--- src/rtl/breadboard_sweeper.sv ---
// breadboard_sweeper
// Steps the 4-input breadboard through all 16 input codes. Each code is held
// for SETTLE cycles, the 10 breadboard outputs are then captured, offered to a
// consumer over a valid/ready handshake, and folded into a 16-bit signature.
//
// Ports
//   clk        rising-edge clock
//   rst        synchronous active-high reset
//   start      one-cycle sweep request (honoured only when idle)
//   abort      ends a sweep in progress
//   w,x,y,z    breadboard inputs, {w,x,y,z} = current code
//   r[9:0]     breadboard outputs
//   res_valid  captured result presented
//   res_ready  consumer accepts the result
//   res_code   code that produced res_data
//   res_data   captured r
//   signature  running signature of the current or last sweep
//   busy       sweeper not idle
//   done       one-cycle pulse after the last result of a full sweep is taken
//
// state      | meaning
// -----------+---------------------------------------------------------
// ST_IDLE    | waiting for start, breadboard inputs driven 0
// ST_SETTLE  | code driven, counting down the settle time, capture at 1
// ST_PRESENT | result offered, waiting for res_ready
// ST_DONE    | sweep complete, emits the done pulse then returns to idle

module breadboard_sweeper #(
    parameter int SETTLE = 3
) (
    input  logic        clk,
    input  logic        rst,
    input  logic        start,
    input  logic        abort,
    output logic        w,
    output logic        x,
    output logic        y,
    output logic        z,
    input  logic [9:0]  r,
    output logic        res_valid,
    input  logic        res_ready,
    output logic [3:0]  res_code,
    output logic [9:0]  res_data,
    output logic [15:0] signature,
    output logic        busy,
    output logic        done
);

    typedef enum logic [1:0] {
        ST_IDLE,
        ST_SETTLE,
        ST_PRESENT,
        ST_DONE
    } state_t;

    localparam logic [3:0] SETTLE_CNT = 4'(SETTLE);

    state_t     state;
    logic [3:0] code;
    logic [3:0] cnt;
    logic [3:0] drive;

    assign {w, x, y, z} = drive;

    always_ff @(posedge clk) begin
        if (rst) begin
            state     <= ST_IDLE;
            code      <= '0;
            cnt       <= '0;
            drive     <= '0;
            res_valid <= 1'b0;
            res_code  <= '0;
            res_data  <= '0;
            signature <= '0;
            busy      <= 1'b0;
            done      <= 1'b0;
        end else begin
            case (state)
                ST_IDLE: begin
                    drive <= '0;
                    done  <= 1'b0;
                    if (start && !abort) begin
                        signature <= '0;
                        code      <= '0;
                        cnt       <= SETTLE_CNT;
                        busy      <= 1'b1;
                        state     <= ST_SETTLE;
                    end
                end

                ST_SETTLE: begin
                    if (abort) begin
                        state     <= ST_IDLE;
                        busy      <= 1'b0;
                        res_valid <= 1'b0;
                        drive     <= '0;
                    end else if (cnt == 4'd1) begin
                        res_data  <= r;
                        res_code  <= code;
                        signature <= {signature[14:0], signature[15]} ^ {6'b0, r};
                        res_valid <= 1'b1;
                        state     <= ST_PRESENT;
                    end else begin
                        cnt <= cnt - 4'd1;
                    end
                end

                ST_PRESENT: begin
                    if (abort) begin
                        state     <= ST_IDLE;
                        busy      <= 1'b0;
                        res_valid <= 1'b0;
                        drive     <= '0;
                    end else if (res_ready) begin
                        res_valid <= 1'b0;
                        if (code == 4'd15) begin
                            state <= ST_DONE;
                        end else begin
                            code  <= code + 4'd1;
                            drive <= code + 4'd1;
                            cnt   <= SETTLE_CNT;
                            state <= ST_SETTLE;
                        end
                    end
                end

                ST_DONE: begin
                    // done rises one cycle after entry and busy falls one
                    // cycle after that, so the pulse is seen while still busy.
                    if (abort) begin
                        state <= ST_IDLE;
                        busy  <= 1'b0;
                        done  <= 1'b0;
                        drive <= '0;
                    end else if (!done) begin
                        done <= 1'b1;
                    end else begin
                        done  <= 1'b0;
                        busy  <= 1'b0;
                        drive <= '0;
                        state <= ST_IDLE;
                    end
                end

                default: begin
                    state     <= ST_IDLE;
                    busy      <= 1'b0;
                    res_valid <= 1'b0;
                    done      <= 1'b0;
                    drive     <= '0;
                end
            endcase
        end
    end

endmodule

--- config.mk ---
export PLATFORM = sky130hd
export DESIGN_NAME = breadboard_sweeper
export DESIGN_NICKNAME = d
export VERILOG_FILES = /design/src/rtl/breadboard_sweeper.sv
export SDC_FILE = /design/constraint.sdc
export NUM_CORES = 1
export LEC_CHECK = 0
export BUFFER_PORTS_ARGS = -buffer_cell sky130_fd_sc_hd__buf_2
export CORE_ASPECT_RATIO = 0.75
export CORE_UTILIZATION = 53
export DETAILED_ROUTE_END_ITERATION = 6
export GPL_TIMING_DRIVEN = 0
export PLACE_DENSITY = 0.8
export SLEW_MARGIN = 0
export SYNTH_ARGS = -nofsm -noshare
export SYNTH_HDL_FRONTEND = slang
export SYNTH_SLANG_ARGS = --single-unit
--- constraint.sdc ---
create_clock -name clk -period 2.3 [get_ports clk]
set_clock_uncertainty 0.15 [all_clocks]
set_input_delay 0.23 -clock clk [delete_from_list [all_inputs] [get_ports clk]]
set_output_delay 0.23 -clock clk [all_outputs]
set_load 0.005 [all_outputs]
## Yosys cells after proc, flatten, opt, wreduce, memory -nomap -nowiden

Index checks and enable logic that the tools add are counted.

| word-level totals | value |
|---|---|
| input bits | 15 |
| word-level logic and storage cells | 92 |
| bits in registers | 47 |
| output and inout port bits | 37 |

| cells by class | value |
|---|---|
| reductions and logical operators | 17 |
| equality and inequality tests | 18 |
| muxes and demuxes | 43 |
| bitwise logic cells | 2 |
| $add $sub $neg | 2 |

Operators with widths:

| cell | count |
|---|---|
| 2-to-1 mux 4 bit | 14 |
| 2-to-1 mux 16 bit | 3 |
| case mux 16 bit (2 select lines) | 1 |
| 2-to-1 mux 2 bit | 8 |
| != test 2 bit (second input constant) | 8 |
| case mux 4 bit (4 select lines) | 1 |
| XOR 16 x 10 -> 16 bit | 1 |
| != test 3 bit (second input constant) | 4 |
| case mux 4 bit (3 select lines) | 1 |
| AND reduction 4 bit | 3 |
| 2-to-1 mux 1 bit | 10 |
| AND reduction 3 bit | 3 |
| case mux 2 bit (4 select lines) | 1 |
| case mux 4 bit (2 select lines) | 1 |
| nonzero test 2 bit | 4 |
| AND reduction 7 bit | 1 |
| AND reduction 5 bit | 1 |
| adder 4 x 1 -> 4 bit (second input constant) | 1 |
| == test 2 bit (second input constant) | 2 |
| == test 4 x 1 -> 1 bit (second input constant) | 1 |
| == test 4 bit (second input constant) | 1 |
| case mux 1 bit (2 select lines) | 2 |
| subtractor 4 x 1 -> 4 bit (second input constant) | 1 |
| case mux 1 bit (3 select lines) | 1 |
| 8 further kinds | 8 |

## Logic depth before layout (Yosys ltp)

Gate-level depths: netlist of run 1.

| depth | value |
|---|---|
| word-level depth | 5 |
| depth in mapped cells | 8 |
| mapped depth without buffers | 6 |

## Least setup slack after synthesis of run 1

Ideal clock, no wire load.

| timing path | value |
|---|---|
| path type | register to register |
| start | register state[0] |
| end | register code[2] |
| cell stages (with the launch flop) | 9 |
| arrival time | 1.835 ns |
| required time | 2.080 ns |
| path buffers | 2 |
| clock period less this slack | 2.056 ns |
| setup time | 0.070 ns |
| path slack | 0.244 ns |
| path through | dfxtp_1 -> inv_1 -> ha_1 -> buf_6 -> nor2b_4 -> or2_0 -> buf_2 -> or4_1 -> a21oi_1 |

| on the way | value |
|---|---|
| longest elaborated chain between the ends | 3 |
| elaborated cells between the ends (all ways) | 9 |
| those cells by class | 5 x eq/ne; 1 x mux; 3 x reduce/logical |

Ends and longest elaborated chain:

| what | RTL line | RTL |
|---|---|---|
| start: declaration | 58 | `state_t state;` |
| start signal: assignment | 67 | `state <= ST_IDLE;` |
| start signal: assignment | 87 | `state <= ST_SETTLE;` |
| start signal: assignment | 93 | `state <= ST_IDLE;` |
| == test 2 bit / logical NOT 2 bit (equally long branches) | 78 | `case (state)` |
| != test 2 bit (no line) / nonzero test 2 bit (equally long branches) | n/a |  |
| AND reduction 5 bit (no line) | n/a |  |
| end signal: assignment | 119 | `code <= code + 4'd1;` |
| end: declaration | 59 | `logic [3:0] code;` |

Parallel ways exist; a longest one is shown, timed or not.
A chain may end at the register's enable or synchronous reset.

## Worst setup path in the final report of run 1

Ends and elaborated chain as after synthesis.

==> results of run 1 <==
==> per-layer routing <==
| layer | vias to the layer above | share of wire (%) | global-route usage, % | routed length [µm] |
|---|---|---|---|---|
| li1 | 1028 | - | - | - |
| met3 | 7 | 5.4 | 5.83 | 289 |
| met2 | 55 | 44 | 37.9 | 2330 |
| met1 | 1019 | 50 | 35.5 | 2650 |
| met4 | 0 | 1.5 | 10.7 | 81 |
| met5 | - | 0 | 0 | 0 |
==> cells in the final DEF, fill, tap and decap left out, types with 2 or more instances in the layout <==
| cell | Yosys | final |
|---|---|---|
| or3b_2 | 2 | 2 |
| nand2_1 | 46 | 46 |
| xor2_1 | 11 | 11 |
| clkbuf_8 | 0 | 5 |
| o31ai_1 | 2 | 2 |
| or3_1 | 2 | 2 |
| buf_1 | 2 | 2 |
| o21ai_0 | 7 | 7 |
| clkbuf_2 | 0 | 2 |
| nor2_1 | 11 | 11 |
| dfxtp_1 | 47 | 46 |
| ha_1 | 8 | 7 |
| mux2i_1 | 5 | 4 |
| o21a_1 | 2 | 2 |
| a22oi_1 | 6 | 6 |
| inv_1 | 8 | 8 |
| nor3_1 | 5 | 5 |
| nand2b_1 | 5 | 5 |
| a21oi_1 | 34 | 34 |
| buf_2 | 4 | 54 |
| clkbuf_1 | 9 | 7 |
| bufinv_16 | 0 | 2 |
| and2_1 | 2 | 2 |
| nand3_1 | 15 | 15 |
| nor2b_1 | 2 | 2 |
==> critical path: stages, from the launching register on <==
cell     delay (ns)
dfxtp_2        0.39
inv_1          0.09
ha_1           0.22
buf_6          0.14
nor2b_4        0.13
or2_0          0.20
buf_2          0.16
or4_1          0.50
a21oi_1        0.13
==> what timing repair did <==
| item | in CTS | in global routing |
|---|---|---|
| setup buffers | 0 | 1 |
| cloned | 0 | 0 |
| setup endpoints to repair | 10 | 26 |
| resized for setup | 2 | 8 |
==> path summary, 6_finish.rpt <==
kind | from | end | slack [ns] | cells past startpoint
worst max register to register | state[0] | code[2] | 0.10 | 8
worst min-delay path | r[3] | res_data[3] | 0.02 | 3
worst min register to register | res_code[1] | res_code[1] | 0.31 | 2
worst max-delay path | state[0] | code[2] | 0.10 | 8
==> area by class of cell <==
type	instances	area share, %
Inverter	8	1.11
Buffer	15	2.63
Clock inverter	2	2.21
Multi-Input combinational cell	192	44.7
Timing Repair Buffer	51	9.49
Clock buffer	6	2.67
Tap cell	55	2.53
Sequential cell	47	34.7
==> synth_stat cells (2+ instances only) <==
cell type | n | share of area [%]
nand3_1 | 15 | 3.4
dfxtp_1 | 47 | 42
nor3_1 | 5 | 1.1
ha_1 | 8 | 4.5
nor2b_1 | 2 | 0.56
o31ai_1 | 2 | 0.67
mux2i_1 | 5 | 2.2
a211oi_1 | 2 | 0.67
o21ai_0 | 7 | 1.6
nor2_1 | 11 | 1.9
xor2_1 | 11 | 4.3
nand2b_1 | 5 | 1.4
or3_1 | 2 | 0.56
clkbuf_1 | 9 | 1.5
buf_1 | 2 | 0.34
o21a_1 | 2 | 0.67
and2_1 | 2 | 0.56
a21oi_1 | 34 | 7.6
or3b_2 | 2 | 0.79
a22oi_1 | 6 | 2.0
inv_1 | 8 | 1.3
buf_2 | 4 | 0.90
nand2_1 | 46 | 7.7
==> state kept, by name, summed over array words and instances (netlist names) <==
| register | cells |
|---|---|
| busy | 1 |
| drive | 4 |
| state | 2 |
| res_data | 10 |
| cnt | 4 |
| done | 1 |
| code | 4 |
| res_valid | 1 |
| res_code | 4 |
| signature | 16 |
==> per-stage QoR <==
step / TNS (ns) / hold slack, ns / std cells
CTS: 0 / 0.0150 / 376
detailed placement: -0.655 / 0.296 / 368
global route: -0.0229 / 0.0238 / 376
finish: 0 / 0.0192 / 376
global placement: -0.0461 / 0.289 / 368
floorplan: 0 / 0.216 / 263
==> report_power, final <==
part	switching [mW]	internal (mW)
clock	0.287	0.434
combinational	0.349	0.240
sequential	0.0422	0.865
==> cell families after synthesis <==
family | Yosys count | synth area share, %
simple gates | 104 | 24.1
mux | 5 | 2.24
flops | 47 | 42.2
buf+inv | 24 | 4.60
xor+xnor | 11 | 4.32
fa+ha+maj | 8 | 4.49
compound gates | 64 | 18.1
==> results.cfg, run 1 <==
[power]
vdd_drop_max_uv = 524
total_power_mw = 2.22
p_leak_nw = 1.17
power.density_mw_per_mm2 = 816

[clock_network]
cts_hold_buf = 0
path_clk_slew_ns = 0.09
clock-sinks = 47
clk_latency_ns = 0.31
cts_buffer_depth = 2
tritoncts = done
root_buffer = clkbuf_8
h-tree-depth = 2
cts_buffers = 5

[yosys]
syn-instance-count = 263
ys_ff_latch = 47
async_reset_ff_share_pct = 0
syn-num-nets = 286
ys_types = 49
ys_seq_area_share_pct = 42.2
synth-main-ff-cell = dfxtp_1
synth_edf_count = 0
syn_area_mm2 = 0.00223
yosysWarnings = 0
postSynthAreaPerCell_um2 = 8.48

[sta]
period_share_pct = 95.5
finalSetupViolCount = 0
slew_violations = 0
setup_ws_ns = 0.104
fin_crit_ns = 2.20
max_freq_mhz = 455
hold_violations = 0
worst_pin_slew_ns = 0.543
slew_headroom_pct = 63.8

[floorplan]
io_pins = 52
fp.dieW_um = 76.9
start_util_pct = 55.0
die_h_um = 58.2
die_area_mm2 = 0.00448
rows = 20
coreArea_mm2 = 0.00405

[layout]
final_nets = 343
antenna_cells = 0
drive_gt1_share_pct = 24.9
fin_area_mm2 = 0.00272
n_fill_cell = 355
seq_area_um2 = 942
final_util_pct = 67.0
multiInputGateArea_mm2 = 0.00121
area_growth_pct = 21.8

[global_routing]
grt_max_degree = 15
antenna_found_initial = 0
grt_pass1_wl_mm = 8.67
gr-total-overflow = 0
grtUsageTotal_pct = 25.4
grt_pass1_vias = 1853

[worst_setup_path]
critPathMaxFanout = 10
required_ns = 2.39
cp_data_arrival_time_ns = 2.29
end_kind = flip-flop
crit_type = flip-flop to flip-flop
crit_path_start_kind = flip-flop

[flow_run]
drv_cap = 0

[status]
status = finished clean

[hold_path]
hold_path_class = primary input to flip-flop

[placed_design]
port_buffers = 50
dp_hpwl_mm = 3.89
dpl_cell_area_mm2 = 0.00255
place.gp.congestion = 0.827
place_ws_ns = -0.0795

[detailed_routing]
drcViolationCount = 0
totalWireLength_mm = 5.36
first_pass_iters = 4
drt-initial-drc-count = 137
dr_total_vias = 2109
antenna_left = 0
vias_per_cell = 5.61
wl_per_cell_um = 14.2
No activity file was read; power rests on OpenSTA's default activity.
==> run 2: changes to the inputs <==
--- a/config.mk
+++ b/config.mk
@@ -10,7 +10,7 @@
 export CORE_UTILIZATION = 53
 export DETAILED_ROUTE_END_ITERATION = 6
 export GPL_TIMING_DRIVEN = 0
-export PLACE_DENSITY = 0.8
+export PLACE_DENSITY_LB_ADDON = 0.08
 export SLEW_MARGIN = 0
 export SYNTH_ARGS = -nofsm -noshare
 export SYNTH_HDL_FRONTEND = slang
==> results.cfg, run 2 (same netlist as run 1, synthesis figures left out) <==
[global_routing]
grt_pass1_wl_mm = 8.27
grt_pass1_vias = 1741
gr-total-overflow = 0
grtUsageTotal_pct = 24.3
antenna_found_initial = 0
grt_max_degree = 16

[placed_design]
dp_hpwl_mm = 3.83
port_buffers = 50
place.gp.congestion = 0.859
dp_cells = 368
dpl_cell_area_mm2 = 0.00255

[layout]
final_cell_mix = 54 x buf_2, 46 x nand2_1, 46 x dfxtp_1
largest_register_ffs = 16
fin_area_mm2 = 0.00267
n_fill_cell = 381
multiInputGateArea_mm2 = 0.00121
final_common_cell = buf_2
area_growth_pct = 19.7
layoutNonFillerInstCount = 374
drive_gt1_share_pct = 24.8
top_register = signature
largestRegisters = signature: 16 flops, res_data: 10 flops
antenna_cells = 0
final_util_pct = 65.9
final_nets = 341
seq_area_um2 = 942

[worst_setup_path]
critical_path.max_stage_delay_ns = 0.50
crit_buf_inv = 3
required_ns = 2.39
cp_data_arrival_time_ns = 2.28
regToRegEndpoint = code[2]
regToRegStartpoint = state[0]
critPathMaxFanout = 10
r2r_slack_ns = 0.11
end_kind = flip-flop
crit_chain = inv_1 > ha_1 > buf_6 > nor2b_4 > or2_0 > buf_2 > or4_1 > a21oi_1
crit_path_start_kind = flip-flop
cpLargestDelayFamily = simple AND/OR/NAND/NOR gates
crit_type = flip-flop to flip-flop
crit_slowest_cell = or4_1
reg2reg_depth = 8

[hold_path]
worstHoldPathCells = 3
hold_path_class = primary input to flip-flop
min_from = r[2]
holdPathEnd = res_data[2]

[detailed_routing]
vias_per_cell = 5.40
drt-initial-drc-count = 117
totalWireLength_mm = 5.25
drcViolationCount = 0
dr_total_vias = 2020
wl_per_cell_um = 14.0
first_pass_iters = 5
antenna_left = 0

[sta]
slew_violations = 0
worst_pin_slew_ns = 0.652
slew_headroom_pct = 56.5
fin_crit_ns = 2.19
max_freq_mhz = 457
hold_violations = 0
finalSetupViolCount = 0
period_share_pct = 95.2

[clock_network]
clock-sinks = 47
cts_buffer_depth = 2
tritoncts = done
cts_setup_buffers = 0
path_clk_slew_ns = 0.09
clk_latency_ns = 0.31
root_buffer = clkbuf_8
cts_buffers = 5
h-tree-depth = 2

[flow_run]
drv_cap = 0

[power]
vdd_drop_max_uv = 448
p_leak_nw = 1.14
total_power_mw = 2.04
power.density_mw_per_mm2 = 763

[floorplan]
start_util_pct = 55.0
fp.dieW_um = 76.9
rows = 20
coreArea_mm2 = 0.00405
die_h_um = 58.2
io_pins = 52
die_area_mm2 = 0.00448

[status]
status = finished clean
-- run 2: changes by cell type in the layout (fill, tap and decap cells not counted), sizes merged --
cell	before	now
bufinv	2	0
buf	58	57
clkbuf	14	13
clkinv	0	1
clkinvlp	0	1
-- run 2: timing repair --
item                       CTS  global route
setup endpoints to repair   10            21
hold buffers                 0             0
gates resized for setup      3             3
-- run 2: worst max-delay path by stage --
stage	startpoint	endpoint	slack, ns	cells past startpoint
floorplan	state[0]	code[2]	0.24	8
global placement	state[1]	res_data[4]	-0.007	8
detailed placement	state[1]	res_data[9]	-0.06	7
CTS	state[0]	signature[0]	-0.0009	8
global route	state[1]	signature[9]	-0.007	7
finish	state[0]	code[2]	0.11	8
-- run 2: area by class of cell --
cell class | instances | area share [%]
clock buffers | 6 | 3.09
multi-input cells | 192 | 45.5
well taps | 55 | 2.58
clock inverters | 2 | 0.609
repair buffers | 50 | 9.37
inverters | 8 | 1.12
plain buffers | 14 | 2.48
flip-flops and latches | 47 | 35.3
-- run 2: worst min-delay path: stages --
cell and delay (ns):
buf_2 0.11, nand2_1 0.05, a21oi_1 0.05
-- run 2: metal layers --
metal,track usage [%],wire length [µm],vias up
met1,35.2,2660,929
met4,9.07,59,0
li1,-,-,1022
met5,0,0,-
met3,4.25,319,7
met2,36.2,2210,62
-- run 2: per-stage QoR --
step                hold slack, ns  setup WS, ns  setup TNS [ns]
finish                      0.0210         0.110               0
floorplan                    0.216         0.244               0
global placement             0.291      -0.00680         -0.0159
detailed placement           0.294       -0.0610          -0.357
global route                0.0168      -0.00657        -0.00657
CTS                         0.0138     -0.000854       -0.000854
-- run 2: where the power goes --
group,internal (mW),switching [mW]
sequential,0.865,0.0407
combinational,0.237,0.355
clock,0.246,0.295
==> run 3: changes to the inputs <==
--- a/config.mk
+++ b/config.mk
@@ -5,9 +5,10 @@
 export SDC_FILE = /design/constraint.sdc
 export NUM_CORES = 1
 export LEC_CHECK = 0
+export ABC_AREA = 1
 export BUFFER_PORTS_ARGS = -buffer_cell sky130_fd_sc_hd__buf_2
 export CORE_ASPECT_RATIO = 0.75
-export CORE_UTILIZATION = 53
+export CORE_UTILIZATION = 54
 export DETAILED_ROUTE_END_ITERATION = 6
 export GPL_TIMING_DRIVEN = 0
 export PLACE_DENSITY_LB_ADDON = 0.08
==> results.cfg, run 3 <==
[floorplan]
fp.dieW_um = 78.8
rows = 20
die_h_um = 59.6
coreArea_mm2 = 0.00415
die_area_mm2 = 0.00469
io_pins = 52
start_util_pct = 57.4

[clock_network]
h-tree-depth = 2
cts_buffer_depth = 2
tritoncts = done
path_clk_slew_ns = 0.10
clk_latency_ns = 0.31
clock-sinks = 47
cts_buffers = 5
root_buffer = clkbuf_8
ctsResizeCount = 0

[detailed_routing]
vias_per_cell = 5.26
dr_total_vias = 2242
drcViolationCount = 0
antenna_left = 0
drt-initial-drc-count = 136
totalWireLength_mm = 5.42
wl_per_cell_um = 12.7
first_pass_iters = 6

[yosys]
yosysWarnings = 0
async_reset_ff_share_pct = 0
yosysTopAreaCellShare_pct = 39.4
yosys-top-cells-count = 62 x nand2_1, 47 x dfxtp_1, 45 x nor2_1, 38 x a21oi_1, 16 x inv_1
synth_edf_count = 0
synth.area.top_cells = dfxtp_1 39%, nand2_1 9.8%, a21oi_1 8.0%, nor2_1 7.1%, ha_1 4.2%
syn_area_mm2 = 0.00239
synth_most_common_cell = nand2_1
ys_ff_latch = 47
syn-num-nets = 335
postSynthAreaPerCell_um2 = 7.65
synth-main-ff-cell = dfxtp_1
ys_seq_area_share_pct = 39.4
yosysTopAreaCell = dfxtp_1
syn-instance-count = 312
ys_types = 33

[power]
total_power_mw = 2.10
p_leak_nw = 1.24
vdd_drop_max_uv = 472
power.density_mw_per_mm2 = 743

[layout]
area_growth_pct = 18.6
largest_register_ffs = 16
final_nets = 393
final_common_cell = nand2_1
n_fill_cell = 374
final_util_pct = 68.1
antenna_cells = 0
fin_area_mm2 = 0.00283
top_register = signature
drive_gt1_share_pct = 25.9
final_cell_mix = 62 x nand2_1, 53 x buf_2, 47 x dfxtp_1
largestRegisters = signature: 16 flops, res_data: 10 flops
layoutNonFillerInstCount = 426

[worst_setup_path]
critPathMaxFanout = 10
required_ns = 2.31
end_kind = flip-flop
crit_type = flip-flop to flip-flop
cp_data_arrival_time_ns = 1.93
crit_path_start_kind = flip-flop

[placed_design]
dpl_cell_area_mm2 = 0.00271
port_buffers = 50
dp_hpwl_mm = 4.02
dp_cells = 417
place.gp.congestion = 0.842

[global_routing]
gr-total-overflow = 0
grt_pass1_wl_mm = 8.80
grt_pass1_vias = 1952
grt_max_degree = 17
antenna_found_initial = 0
grtUsageTotal_pct = 24.7

[sta]
finalSetupViolCount = 0
hold_violations = 0
slew_headroom_pct = 57.8
rsz0062_at_grt = false
finalSetupTns_ns = 0
fin_crit_ns = 1.92
period_share_pct = 83.3
slew_violations = 0
worst_pin_slew_ns = 0.633
max_freq_mhz = 522

[hold_path]
hold_path_class = primary input to flip-flop

[flow_run]
drv_cap = 0

[status]
status = finished clean
## run 3: what timing repair did
action                                 in CTS  in global routing
buffers inserted                            0                  0
hold buffers                                1                  0
endpoints found under the hold margin       2                  0
## run 3: worst max-delay path: stages, from the launching register on
cell      delay [ns]
dfxtp_1         0.42
inv_1           0.09
ha_1            0.30
nand2_2         0.11
a21boi_4        0.30
nand2_4         0.12
buf_6           0.16
nand2_1         0.06
a21oi_1         0.06
## run 3: area by class of cell
cell class / count / area, µm² / area share [%]
plain buffers: 13 / 101 / 3.58
clock buffers: 5 / 68.8 / 2.43
clock inverters: 3 / 46.3 / 1.64
inverters: 20 / 83.8 / 2.96
multi-input cells: 232 / 1260 / 44.5
flip-flops and latches: 47 / 941 / 33.2
well taps: 55 / 68.8 / 2.43
repair buffers: 51 / 260 / 9.20
## run 3: power breakdown
| group | switching (mW) | leakage, nW | internal (mW) |
|---|---|---|---|
| combinational | 0.354 | 0.806 | 0.220 |
| sequential | 0.0383 | 0.381 | 0.869 |
| clock | 0.294 | 0.0548 | 0.328 |
| total | 0.687 | 1.24 | 1.42 |
## run 3: path summary, 6_finish.rpt
kind / slack, ns / start / endpoint / depth (start not counted)
worst max-delay path: 0.38 / state[1] / signature[10] / 8
worst min-delay path: 0.04 / r[1] / res_data[1] / 3
worst max register to register: 0.38 / state[1] / signature[10] / 8
worst min register to register: 0.31 / drive[1] / drive[1] / 2
## run 3: logic make-up (layout without fill, tap and decap cells)
kind of cell    count (synthesis)  after routing  synth area share (%)
buf+inv                        33             92                  7.76
compound gates                 75             75                  18.7
flops                          47             47                  39.4
xor+xnor                        1              1                 0.367
fa+ha+maj                       8              8                  4.20
simple gates                  148            148                  29.6
## run 3: per-stage QoR
| step | setup WS (ns) | hold slack (ns) |
|---|---|---|
| 6_report | 0.383 | 0.0424 |
| 5_1_grt | 0.177 | 0.0513 |
| 4_1_cts | 0.380 | 0.0378 |
| 3_5_place_dp | 0.402 | 0.303 |
| 3_3_place_gp | 0.430 | 0.296 |
| 2_1_floorplan | 0.614 | 0.149 |
## run 3: metal layers
layer	up-vias	wire length, µm	track usage (%)
li1	1151	-	-
met1	1018	2700	32.7
met2	67	2380	40.6
met3	6	292	5.08
met4	0	46	7.94
met5	-	0	0
